File: src/rtl/bp_fe_pkg.sv
// Shared front-end definitions for the branch-history-table update path.
//
// The update entry carries the table index plus the two prediction-feedback
// bits. Its index width is a module parameter, so the struct is declared in
// the using module through a macro; a matching width macro sizes raw storage.
// No ports (package plus macros).

`ifndef BP_FE_PKG_SV
`define BP_FE_PKG_SV

`define DECLARE_BP_FE_BHT_UPDATE_S(idx_width_mp) \
    typedef struct packed {                      \
        logic [(idx_width_mp)-1:0] idx;          \
        logic                      correct;      \
        logic                      pred_taken;   \
    } bp_fe_bht_update_s

`define BP_FE_BHT_UPDATE_WIDTH(idx_width_mp) ((idx_width_mp) + 2)

package bp_fe_pkg;

    // Low PC bits below the table index are alignment/compressed bits.
    localparam int unsigned bht_pc_idx_lsb_gp = 2;

endpackage

`endif

File: src/rtl/bp_fe_bht_update_queue_if.sv
// Handshake bundle between the resolved-branch producer / table write port
// and the BHT update queue.
//
// master : producer side (drives feedback, write enable, flush)
// slave  : the queue (drives ready, table write outputs, occupancy)
//
//   br_v_i / br_pc_i / br_correct_i / br_pred_taken_i : feedback in
//   br_ready_o                                        : queue can accept
//   w_en_i                                            : table write allowed
//   flush_i                                           : drop everything
//   w_v_o / idx_w_o / correct_o / pred_taken_o        : table write
//   count_o                                           : occupancy

interface bp_fe_bht_update_queue_if #(
    parameter int vaddr_width_p   = 39,
    parameter int bht_idx_width_p = 9,
    parameter int els_p           = 4
);
    logic                         br_v_i;
    logic [vaddr_width_p-1:0]     br_pc_i;
    logic                         br_correct_i;
    logic                         br_pred_taken_i;
    logic                         br_ready_o;
    logic                         w_en_i;
    logic                         flush_i;
    logic                         w_v_o;
    logic [bht_idx_width_p-1:0]   idx_w_o;
    logic                         correct_o;
    logic                         pred_taken_o;
    logic [$clog2(els_p):0]       count_o;

    modport master (
        output br_v_i, br_pc_i, br_correct_i, br_pred_taken_i, w_en_i, flush_i,
        input  br_ready_o, w_v_o, idx_w_o, correct_o, pred_taken_o, count_o
    );

    modport slave (
        input  br_v_i, br_pc_i, br_correct_i, br_pred_taken_i, w_en_i, flush_i,
        output br_ready_o, w_v_o, idx_w_o, correct_o, pred_taken_o, count_o
    );
endinterface

File: src/rtl/bp_fe_bht_update_fifo.sv
// Generic circular buffer with read/write pointers and an occupancy count.
// Callers must not enqueue when full or dequeue when empty. clr_i empties the
// buffer and returns both pointers to zero; storage contents are not cleared.
//
//   clk_i, reset_i : clock, synchronous active-high reset
//   clr_i          : empty the buffer (wins over enq/deq)
//   enq_i, data_i  : write data_i at the tail
//   deq_i          : retire the head
//   data_o         : head entry (stale when empty)
//   count_o        : occupancy 0..els_p

module bp_fe_bht_update_fifo #(
    parameter int width_p = 11,
    parameter int els_p   = 4
) (
    input  logic                     clk_i,
    input  logic                     reset_i,
    input  logic                     clr_i,
    input  logic                     enq_i,
    input  logic                     deq_i,
    input  logic [width_p-1:0]       data_i,
    output logic [width_p-1:0]       data_o,
    output logic [$clog2(els_p):0]   count_o
);
    localparam int ptr_w_lp = $clog2(els_p);
    localparam int cnt_w_lp = ptr_w_lp + 1;

    logic [width_p-1:0]  mem_q [els_p];
    logic [ptr_w_lp-1:0] rptr_q, rptr_d;
    logic [ptr_w_lp-1:0] wptr_q, wptr_d;
    logic [cnt_w_lp-1:0] count_q, count_d;

    // els_p is a power of two, so pointer wrap is plain overflow.
    always_comb begin
        rptr_d  = rptr_q;
        wptr_d  = wptr_q;
        count_d = count_q;
        if (clr_i) begin
            rptr_d  = '0;
            wptr_d  = '0;
            count_d = '0;
        end else begin
            if (enq_i) wptr_d = wptr_q + ptr_w_lp'(1);
            if (deq_i) rptr_d = rptr_q + ptr_w_lp'(1);
            case ({enq_i, deq_i})
                2'b10:   count_d = count_q + cnt_w_lp'(1);
                2'b01:   count_d = count_q - cnt_w_lp'(1);
                default: count_d = count_q;
            endcase
        end
    end

    always_ff @(posedge clk_i) begin
        if (reset_i) begin
            rptr_q  <= '0;
            wptr_q  <= '0;
            count_q <= '0;
        end else begin
            rptr_q  <= rptr_d;
            wptr_q  <= wptr_d;
            count_q <= count_d;
        end
    end

    always_ff @(posedge clk_i) begin
        if (enq_i & ~clr_i) mem_q[wptr_q] <= data_i;
    end

    assign data_o  = mem_q[rptr_q];
    assign count_o = count_q;

endmodule

File: src/rtl/bp_fe_bht_update_queue.sv
// In-order buffer of resolved-branch feedback feeding the branch history
// table write port. The table index is cut from the branch PC on acceptance;
// at most one update drains per cycle when the front end allows a write.
// Flush discards queued and incoming updates; there is no enqueue-to-output
// bypass, so an accepted branch is visible one cycle later at the earliest.
//
//   clk_i, reset_i : clock, synchronous active-high reset
//   q_if (slave)   : feedback handshake, table write, flush, occupancy

module bp_fe_bht_update_queue
    import bp_fe_pkg::*;
#(
    parameter int vaddr_width_p   = 39,
    parameter int bht_idx_width_p = 9,
    parameter int els_p           = 4
) (
    input  logic                      clk_i,
    input  logic                      reset_i,
    bp_fe_bht_update_queue_if.slave   q_if
);
    localparam int cnt_w_lp   = $clog2(els_p) + 1;
    localparam int entry_w_lp = `BP_FE_BHT_UPDATE_WIDTH(bht_idx_width_p);
    localparam int idx_msb_lp = bht_idx_width_p + bht_pc_idx_lsb_gp - 1;

    `DECLARE_BP_FE_BHT_UPDATE_S(bht_idx_width_p);

    bp_fe_bht_update_s     enq_entry, head_entry;
    logic [entry_w_lp-1:0] head_raw;
    logic [cnt_w_lp-1:0]   count;
    logic                  full, empty, ready, w_v, enq, deq;

    // PC bits outside the index window are intentionally dropped.
    logic unused_pc_bits;
    assign unused_pc_bits = ^{q_if.br_pc_i[vaddr_width_p-1:idx_msb_lp+1],
                              q_if.br_pc_i[bht_pc_idx_lsb_gp-1:0]};

    always_comb begin
        enq_entry            = '0;
        enq_entry.idx        = q_if.br_pc_i[idx_msb_lp:bht_pc_idx_lsb_gp];
        enq_entry.correct    = q_if.br_correct_i;
        enq_entry.pred_taken = q_if.br_pred_taken_i;
    end

    // Ready looks only at registered occupancy, so a full queue refuses
    // input even in a cycle where it also drains.
    assign full  = (count == cnt_w_lp'(els_p));
    assign empty = (count == '0);
    assign ready = ~full & ~q_if.flush_i;
    assign w_v   = ~empty & q_if.w_en_i & ~q_if.flush_i;
    assign enq   = q_if.br_v_i & ready;
    assign deq   = w_v;

    bp_fe_bht_update_fifo #(
        .width_p (entry_w_lp),
        .els_p   (els_p)
    ) fifo (
        .clk_i   (clk_i),
        .reset_i (reset_i),
        .clr_i   (q_if.flush_i),
        .enq_i   (enq),
        .deq_i   (deq),
        .data_i  (enq_entry),
        .data_o  (head_raw),
        .count_o (count)
    );

    assign head_entry        = bp_fe_bht_update_s'(head_raw);
    assign q_if.br_ready_o   = ready;
    assign q_if.w_v_o        = w_v;
    assign q_if.idx_w_o      = head_entry.idx;
    assign q_if.correct_o    = head_entry.correct;
    assign q_if.pred_taken_o = head_entry.pred_taken;
    assign q_if.count_o      = count;

endmodule

File: src/flat_wrapper.sv
// flat-port wrapper written by rule: the top's interface ports become plain ports
module bp_fe_bht_update_queue_flat import bp_fe_pkg::*;
#(
    parameter int vaddr_width_p   = 39,
    parameter int bht_idx_width_p = 9,
    parameter int els_p           = 4
)
  (clk_i, reset_i, q_if_br_v_i, q_if_br_pc_i, q_if_br_correct_i, q_if_br_pred_taken_i, q_if_w_en_i, q_if_flush_i, q_if_br_ready_o, q_if_w_v_o, q_if_idx_w_o, q_if_correct_o, q_if_pred_taken_o, q_if_count_o);
  bp_fe_bht_update_queue_if #(.vaddr_width_p(vaddr_width_p), .bht_idx_width_p(bht_idx_width_p), .els_p(els_p)) q_if_i ();
  input  logic clk_i;
  input  logic reset_i;
  input wire logic [$bits(q_if_i.br_v_i)-1:0] q_if_br_v_i;
  input wire logic [$bits(q_if_i.br_pc_i)-1:0] q_if_br_pc_i;
  input wire logic [$bits(q_if_i.br_correct_i)-1:0] q_if_br_correct_i;
  input wire logic [$bits(q_if_i.br_pred_taken_i)-1:0] q_if_br_pred_taken_i;
  input wire logic [$bits(q_if_i.w_en_i)-1:0] q_if_w_en_i;
  input wire logic [$bits(q_if_i.flush_i)-1:0] q_if_flush_i;
  output wire logic [$bits(q_if_i.br_ready_o)-1:0] q_if_br_ready_o;
  output wire logic [$bits(q_if_i.w_v_o)-1:0] q_if_w_v_o;
  output wire logic [$bits(q_if_i.idx_w_o)-1:0] q_if_idx_w_o;
  output wire logic [$bits(q_if_i.correct_o)-1:0] q_if_correct_o;
  output wire logic [$bits(q_if_i.pred_taken_o)-1:0] q_if_pred_taken_o;
  output wire logic [$bits(q_if_i.count_o)-1:0] q_if_count_o;
  assign q_if_i.br_v_i = q_if_br_v_i;
  assign q_if_i.br_pc_i = q_if_br_pc_i;
  assign q_if_i.br_correct_i = q_if_br_correct_i;
  assign q_if_i.br_pred_taken_i = q_if_br_pred_taken_i;
  assign q_if_i.w_en_i = q_if_w_en_i;
  assign q_if_i.flush_i = q_if_flush_i;
  assign q_if_br_ready_o = q_if_i.br_ready_o;
  assign q_if_w_v_o = q_if_i.w_v_o;
  assign q_if_idx_w_o = q_if_i.idx_w_o;
  assign q_if_correct_o = q_if_i.correct_o;
  assign q_if_pred_taken_o = q_if_i.pred_taken_o;
  assign q_if_count_o = q_if_i.count_o;
  bp_fe_bht_update_queue #(.vaddr_width_p(vaddr_width_p), .bht_idx_width_p(bht_idx_width_p), .els_p(els_p)) u_core (.clk_i(clk_i), .reset_i(reset_i), .q_if(q_if_i));
endmodule
File: config.mk
export PLATFORM = sky130hd
export DESIGN_NAME = bp_fe_bht_update_queue_flat
export DESIGN_NICKNAME = d
export VERILOG_FILES = /design/src/rtl/bp_fe_pkg.sv /design/src/rtl/bp_fe_bht_update_queue_if.sv /design/src/rtl/bp_fe_bht_update_fifo.sv /design/src/rtl/bp_fe_bht_update_queue.sv /design/src/flat_wrapper.sv
export SDC_FILE = /design/constraint.sdc
export NUM_CORES = 1
export LEC_CHECK = 0
export BUFFER_PORTS_ARGS = -buffer_cell sky130_fd_sc_hd__buf_2
export CAP_MARGIN = 15
export CORE_MARGIN = 3
export CORE_UTILIZATION = 50
export CTS_BUF_LIST = sky130_fd_sc_hd__clkbuf_8
export DETAILED_ROUTE_END_ITERATION = 8
export PLACE_DENSITY = 0.78
export SYNTH_ARGS = -nofsm -noshare
export SYNTH_HDL_FRONTEND = slang
export SYNTH_SLANG_ARGS = --single-unit
export TNS_END_PERCENT = 50
File: constraint.sdc
create_clock -name clk_i -period 7.2 [get_ports clk_i]
set_input_delay 0.36 -clock clk_i [delete_from_list [all_inputs] [get_ports clk_i]]
set_output_delay 0.36 -clock clk_i [all_outputs]
set_load 0.03 [all_outputs]
Word-level counts from Yosys, hierarchy flattened --
Memories as Yosys holds them, arrays and structs flattened. A register that Yosys moved wholly into a read port is not among the register bits. Index checks and enable logic that the tools add are counted. W data, S select, Z words.
Word-level totals: memories 1, logic and storage cells 27, output and inout bits 16, RAM bits 44, bits in registers 7, input port bits 46
Operators by class: reduce and logical (&&, ||, !) cells 3, muxes and demuxes 5, bitwise gates (word level) 8, eq/ne operators 3, $add $sub $neg 4
Memories:
- u_core.fifo.mem_q | depth 4, width 11, rd ports 1, clocked after memory_dff 1, write ports 1, line bp_fe_bht_update_fifo.sv:28 | logic [width_p-1:0] mem_q [els_p];
Operator list (number):
- $pmux W3 S2 | 1
- $and A1 B1 Y1 | 5
- $add A2 B1 Y2 const B | 2
- $mux W2 | 2
- $add A3 B1 Y3 const B | 1
- $eq A3 B3 Y1 const B | 1
- $logic_not A3 Y1 | 1
- $not A1 Y1 | 3
- $sub A3 B1 Y3 const B | 1
- $eq A2 B1 Y1 const B | 1
- $eq A2 B2 Y1 const B | 1
- $mux W1 | 2
- $reduce_bool A2 Y1 | 1
- $reduce_or A2 Y1 | 1

Depth between registers and ports, before layout --
depth in word-level cells 7, mapped depth 10

Hierarchy --
Synthesis repeated with hierarchy kept, for this count alone.
Second synthesis, totals: cells, all modules 110, area, all modules 2072.0 um^2
Modules (own cells, without submodules):
- bp_fe_bht_update_fifo | cells each 104, area each 2021.9 um^2, sequential area each 1501.4 um^2, instances 1
- bp_fe_bht_update_queue | cells each 6, area each 50.0 um^2, sequential area each 0.0 um^2, instances 1

Least setup slack after synthesis --
Ideal clock, no wire load.
kind reg-to-reg, start point register u_core.fifo.count_q[0], in the netlist u_core.fifo.count_o[0], end point register u_core.fifo.count_q[2], in the netlist u_core.fifo.count_o[2], setup slack 4.575 ns, buffers on the path 0, cell stages (with the launch flop) 9, setup time 0.070 ns, arrival 2.555 ns, cells stage by stage dfxtp_1 > o31ai_1 > nor2_1 > ha_1 > inv_1 > fa_1 > xor2_1 > or3_2 > a21oi_1
Between the ends: cells in the longest elaborated chain, start to end 6, elaborated cells on any way between the ends 14, classes of those cells 2 x add/sub; 3 x eq/ne; 1 x mux; 6 x bitwise; 2 x reduce/logical
RTL lines:
- start, declared | line bp_fe_bht_update_fifo.sv:31 | logic [cnt_w_lp-1:0] count_q, count_d;
- start signal, assigned | line bp_fe_bht_update_fifo.sv:61 | count_q <= count_d;
- $logic_not A3 Y1 (*) | line bp_fe_bht_update_queue.sv:47 | assign empty = (count == '0);
- $not A1 Y1 (*) | line bp_fe_bht_update_queue.sv:49 | assign w_v = ~empty & q_if.w_en_i & ~q_if.flush_i;
- $and A1 B1 Y1 (*) (2 in a row) | line bp_fe_bht_update_queue.sv:49
- via q_if_w_v_o | line flat_wrapper.sv:19 | output wire logic [$bits(q_if_i.w_v_o)-1:0] q_if_w_v_o;
- $eq A2 B1 Y1 or $eq A2 B2 Y1 (tied branches) | line bp_fe_bht_update_fifo.sv:45 | case ({enq_i, deq_i})
- $pmux W3 S2 or $reduce_bool A2 Y1 (tied branches)
The timed path passes the listed nets; every way through them passes the cells marked *. A chain may end at the register's enable or synchronous reset.

Final worst setup path --
start point register u_core.fifo.count_q[2], in the netlist u_core.fifo.count_o[2], end point register u_core.fifo.count_q[2], in the netlist u_core.fifo.count_o[2]
Between the ends: cells in the longest elaborated chain, start to end 6, elaborated cells on any way between the ends 14, classes of those cells 2 x add/sub; 3 x eq/ne; 1 x mux; 6 x bitwise; 2 x reduce/logical
RTL lines (line):
- $eq A3 B3 Y1 or $logic_not A3 Y1 (tied branches) | bp_fe_bht_update_queue.sv:46, bp_fe_bht_update_queue.sv:47
- $not A1 Y1, on equally long branches | bp_fe_bht_update_queue.sv:48, bp_fe_bht_update_queue.sv:49
- $and A1 B1 Y1, on equally long branches | bp_fe_bht_update_queue.sv:48, bp_fe_bht_update_queue.sv:49
- $and A1 B1 Y1, on equally long branches | bp_fe_bht_update_queue.sv:50, bp_fe_bht_update_queue.sv:49
- $eq A2 B1 Y1 or $eq A2 B2 Y1 (tied branches) | bp_fe_bht_update_fifo.sv:45
- $pmux W3 S2 or $reduce_bool A2 Y1 (tied branches)
Several ways; a longest one is shown, not always the timed one.

==> metrics.txt <==
# TYPE chip_impl_metric gauge
chip_impl_metric{name="cts-buffers-inserted",unit=""} 5
chip_impl_info{name="path_delay_family",value="simple AND/OR/NAND/NOR gates"} 1
chip_impl_metric{name="number_of_nets_in_the_synthesized_netlist",unit=""} 164
chip_impl_metric{name="final.setup_skew",unit="ns"} 0.01126
chip_impl_metric{name="design.portCount",unit=""} 62
chip_impl_metric{name="number_of_instances_in_the_synthesized_netlist",unit=""} 112
chip_impl_metric{name="initial_core_util",unit=""} 0.5435
chip_impl_info{name="hp-class",value="primary input to flip-flop"} 1
chip_impl_metric{name="grt_antenna_before_repair",unit=""} 0
chip_impl_metric{name="netSwitchingFraction",unit=""} 0.1876
chip_impl_metric{name="insertedDiodeCount",unit=""} 0
chip_impl_metric{name="worst_ir_drop_vdd",unit="mV"} 0.1053
chip_impl_metric{name="first_pass_iters",unit=""} 4
chip_impl_metric{name="relative_slew_slack",unit=""} 0.5128
chip_impl_info{name="cp-start-kind",value="flip-flop"} 1
chip_impl_metric{name="synth.cell_area",unit="mm^2"} 0.002079
chip_impl_info{name="grt_setup_unrepaired",value="false"} 1
chip_impl_metric{name="hold-worst-slack",unit="ns"} 0.2706
chip_impl_metric{name="tns",unit="ns"} 0
chip_impl_metric{name="syn2layout_area_growth",unit="%"} 14.80
chip_impl_metric{name="path_max_fanout",unit=""} 9
chip_impl_metric{name="globalRouteOverflowTotal",unit=""} 0
chip_impl_metric{name="worstSkewPairLatency",unit="ns"} 0.30
chip_impl_metric{name="tightestPinTransition",unit="ns"} 0.7297
chip_impl_metric{name="maxCapViolCount",unit=""} 0
chip_impl_metric{name="grt_first_pass_wirelength",unit="um"} 5140
chip_impl_metric{name="final_hold_viol_count",unit=""} 0
chip_impl_metric{name="setup_viol",unit=""} 0
chip_impl_metric{name="maxSlewViolCount",unit=""} 0
chip_impl_metric{name="post_cts_hold_buffer_count",unit=""} 0
chip_impl_metric{name="die_width",unit="um"} 70.49
chip_impl_metric{name="drc",unit=""} 0
chip_impl_metric{name="fill_cells",unit=""} 273
chip_impl_metric{name="power_per_cell_area",unit="mW/mm^2"} 236.7
chip_impl_info{name="run_status",value="finished, final reports clean"} 1
chip_impl_metric{name="required",unit="ns"} 7.42
chip_impl_metric{name="cts-htree-levels",unit=""} 2
chip_impl_metric{name="floorplan.die_area",unit="mm^2"} 0.004969
chip_impl_metric{name="power_report.internal_total",unit="mW"} 0.4590
chip_impl_metric{name="die_height",unit="um"} 70.49
chip_impl_metric{name="drt_first_iter_violations",unit=""} 50
chip_impl_info{name="cp_slowest_cell",value="sky130_fd_sc_hd__or3b_1"} 1
chip_impl_metric{name="synth.avg_cell_area",unit="um^2"} 18.57
chip_impl_metric{name="period_needed",unit="ns"} 2.595
chip_impl_metric{name="finalCritPeriodShare",unit=""} 0.3604
chip_impl_metric{name="ant_nets",unit=""} 0
chip_impl_metric{name="drive_gt1_frac",unit=""} 0.3605
chip_impl_metric{name="port_buffer_count",unit=""} 31
chip_impl_metric{name="detail_route.wirelength",unit="um"} 3184
chip_impl_metric{name="setup_ws",unit="ns"} 4.605
chip_impl_metric{name="first_global_vias",unit=""} 1030
chip_impl_info{name="worstPathCellList",value="or3b_1 > and2_4 > inv_1 > ha_1 > inv_1 > fa_1 > xor2_1 > or3_2 > a21oi_1"} 1
chip_impl_metric{name="grt_start_max_net_pins",unit=""} 16
chip_impl_metric{name="synthesis.yosys.warnings",unit=""} 0
chip_impl_metric{name="detail_route.vias_per_cell",unit=""} 5.277
chip_impl_metric{name="placementRows",unit=""} 22
chip_impl_metric{name="synth_seq_area_share",unit=""} 0.7220
chip_impl_metric{name="cts.sink_count",unit=""} 53
chip_impl_info{name="worst-setup-path-type",value="flip-flop to flip-flop"} 1
chip_impl_info{name="cts_root_buf",value="sky130_fd_sc_hd__clkbuf_8"} 1
chip_impl_metric{name="p_leak",unit="nW"} 0.8441
chip_impl_metric{name="clkSlewWorstSetupHoldPaths",unit="ns"} 0.09
chip_impl_metric{name="critical_path_buf_inv_count",unit=""} 2
chip_impl_metric{name="cts_repair_resize_count",unit=""} 0
chip_impl_metric{name="final_design_area_no_fill",unit="mm^2"} 0.002387
chip_impl_metric{name="netSwitchingPower",unit="mW"} 0.1060
chip_impl_metric{name="num_vias",unit=""} 1029
chip_impl_metric{name="routed_wire_length_per_instance",unit="um"} 16.33
chip_impl_metric{name="placement.cell_area",unit="mm^2"} 0.002271
chip_impl_metric{name="finalWeightedCongestion",unit=""} 0.6775
chip_impl_info{name="cts_tree",value="built"} 1
chip_impl_info{name="most_frequent_cp_cell",value="sky130_fd_sc_hd__inv_1"} 1
chip_impl_metric{name="max_stage_delay_on_crit_path",unit="ns"} 0.51
chip_impl_metric{name="post_cts_buffers",unit=""} 0
chip_impl_metric{name="synth.distinct_cells",unit=""} 25
chip_impl_metric{name="clock_power_share",unit=""} 0.349
chip_impl_metric{name="place.detailed.hpwl",unit="um"} 2213
chip_impl_metric{name="combPwrFrac",unit=""} 0.053
chip_impl_metric{name="fmaxAchievable",unit="MHz"} 385.4
chip_impl_metric{name="max_root_sink_buffers",unit=""} 2
chip_impl_metric{name="groute.usage.overall",unit=""} 0.1380
chip_impl_metric{name="core_region_area",unit="mm^2"} 0.003826
chip_impl_metric{name="place_ws",unit="ns"} 4.627
chip_impl_metric{name="fin_util",unit=""} 0.6239
chip_impl_metric{name="sequentialPowerShare",unit=""} 0.598
chip_impl_metric{name="design.final.nets",unit=""} 198
chip_impl_info{name="critical_path.endpoint_type",value="flip-flop"} 1
chip_impl_metric{name="worstPathArrival",unit="ns"} 2.81
chip_impl_metric{name="yosys_register_bits",unit=""} 53
final timing paths:
kind	startpoint	endpoint	slack (ns)	cells after the start
setup / recovery	u_core.fifo.count_o[2]	u_core.fifo.count_o[2]	4.61	9
hold / removal	q_if_br_pc_i[6]	u_core.fifo.mem_q[0][6]	0.27	1
setup reg to reg	u_core.fifo.count_o[2]	u_core.fifo.count_o[2]	4.61	9
hold reg to reg	u_core.fifo.rptr_q[0]	flip-flop	0.55	2
area by class of cell:
class	instances	area, um^2	area share
Timing Repair Buffer	31	155.1	0.06499
Clock buffer	6	82.58	0.03459
Inverter	6	22.52	0.009434
Multi-Input combinational cell	49	531.8	0.2227
Tap cell	48	60.06	0.02516
Clock inverter	2	33.78	0.01415
Sequential cell	53	1501	0.6289
registers in the layout, summed over array words and instances (netlist names), named ones only:
| signal | flops |
|---|---|
| u_core.fifo.count_o | 3 |
| u_core.fifo.wptr_q | 2 |
| u_core.fifo.mem_q | 44 |
| u_core.fifo.rptr_q | 2 |
Yosys cell counts:
master                     number  area (um^2)
sky130_fd_sc_hd__a21o_1         1        7.510
sky130_fd_sc_hd__a21oi_1        3        15.01
sky130_fd_sc_hd__and2_4         1        8.760
sky130_fd_sc_hd__and3_1         4        25.02
sky130_fd_sc_hd__buf_2          1        5.000
sky130_fd_sc_hd__buf_6          1        11.26
sky130_fd_sc_hd__clkbuf_1       2        7.510
sky130_fd_sc_hd__dfxtp_1        9        180.2
sky130_fd_sc_hd__edfxtp_1      44         1321
sky130_fd_sc_hd__fa_1           1        20.02
sky130_fd_sc_hd__ha_1           5        62.56
sky130_fd_sc_hd__inv_1          6        22.52
sky130_fd_sc_hd__mux4_2        11        247.7
sky130_fd_sc_hd__nand3_1        1        5.000
sky130_fd_sc_hd__nand4_1        1        6.260
sky130_fd_sc_hd__nor2_1         8        30.03
sky130_fd_sc_hd__nor2b_1        2        12.51
sky130_fd_sc_hd__o21ai_0        1        5.000
sky130_fd_sc_hd__o311ai_0       1        8.760
sky130_fd_sc_hd__o31ai_1        1        7.510
sky130_fd_sc_hd__o31ai_2        1        12.51
sky130_fd_sc_hd__or2_2          1        6.260
sky130_fd_sc_hd__or3_2          1        7.510
sky130_fd_sc_hd__or3b_1         1        8.760
sky130_fd_sc_hd__xor2_1         4        35.03
metrics by stage:
stage / total power [mW] / instances
6_report: 0.5650 / 195
4_1_cts: 0.5704 / 195
2_1_floorplan: 0.3631 / 112
3_3_place_gp: 0.3738 / 187
5_1_grt: 0.5866 / 195
3_5_place_dp: 0.3755 / 187
routing by layer:
metal / routed length (um) / global-route usage / vias up
met3: 176 / 0.05324 / 4
li1: - / - / 498
met1: 1322 / 0.1663 / 498
met4: 19 / 0.03191 / 0
met5: 0 / 0 / -
met2: 1666 / 0.2339 / 29
kinds of logic after synthesis:
logic type	count (synthesis)	synth area share
flip-flops	53	0.7220
AND/OR/NAND/NOR	20	0.05295
multiplexers	11	0.1191
buffers and inverters	10	0.02226
AO/OA/AOI/OAI	8	0.02707
adder cells (fa/ha/maj)	6	0.03971
XOR/XNOR	4	0.01685
cell usage in the layout, fill, tap and decap left out:
| cell type | instances |
|---|---|
| sky130_fd_sc_hd__a21o_1 | 1 |
| sky130_fd_sc_hd__a21oi_1 | 3 |
| sky130_fd_sc_hd__and2_4 | 1 |
| sky130_fd_sc_hd__and3_1 | 4 |
| sky130_fd_sc_hd__buf_2 | 31 |
| sky130_fd_sc_hd__bufinv_16 | 1 |
| sky130_fd_sc_hd__clkbuf_8 | 6 |
| sky130_fd_sc_hd__dfxtp_1 | 9 |
| sky130_fd_sc_hd__edfxtp_1 | 44 |
| sky130_fd_sc_hd__fa_1 | 1 |
| sky130_fd_sc_hd__ha_1 | 5 |
| sky130_fd_sc_hd__inv_1 | 7 |
| sky130_fd_sc_hd__mux4_2 | 11 |
| sky130_fd_sc_hd__nand3_1 | 1 |
| sky130_fd_sc_hd__nand4_1 | 1 |
| sky130_fd_sc_hd__nor2_1 | 8 |
| sky130_fd_sc_hd__nor2b_1 | 2 |
| sky130_fd_sc_hd__o21ai_0 | 1 |
| sky130_fd_sc_hd__o311ai_0 | 1 |
| sky130_fd_sc_hd__o31ai_1 | 1 |
| sky130_fd_sc_hd__o31ai_2 | 1 |
| sky130_fd_sc_hd__or2_2 | 1 |
| sky130_fd_sc_hd__or3_2 | 1 |
| sky130_fd_sc_hd__or3b_1 | 1 |
| sky130_fd_sc_hd__xor2_1 | 4 |
power groups by stage:
stage	Sequential (mW)	Clock, mW	Combinational [mW]
after floorplan	0.345	0	0.0184
after global placement	0.345	0	0.0293
after detailed placement	0.345	0	0.0305
after CTS	0.338	0.202	0.0305
after global routing	0.338	0.215	0.0329
final	0.338	0.197	0.0302
Note: power is estimated with default switching activity, not from simulation.
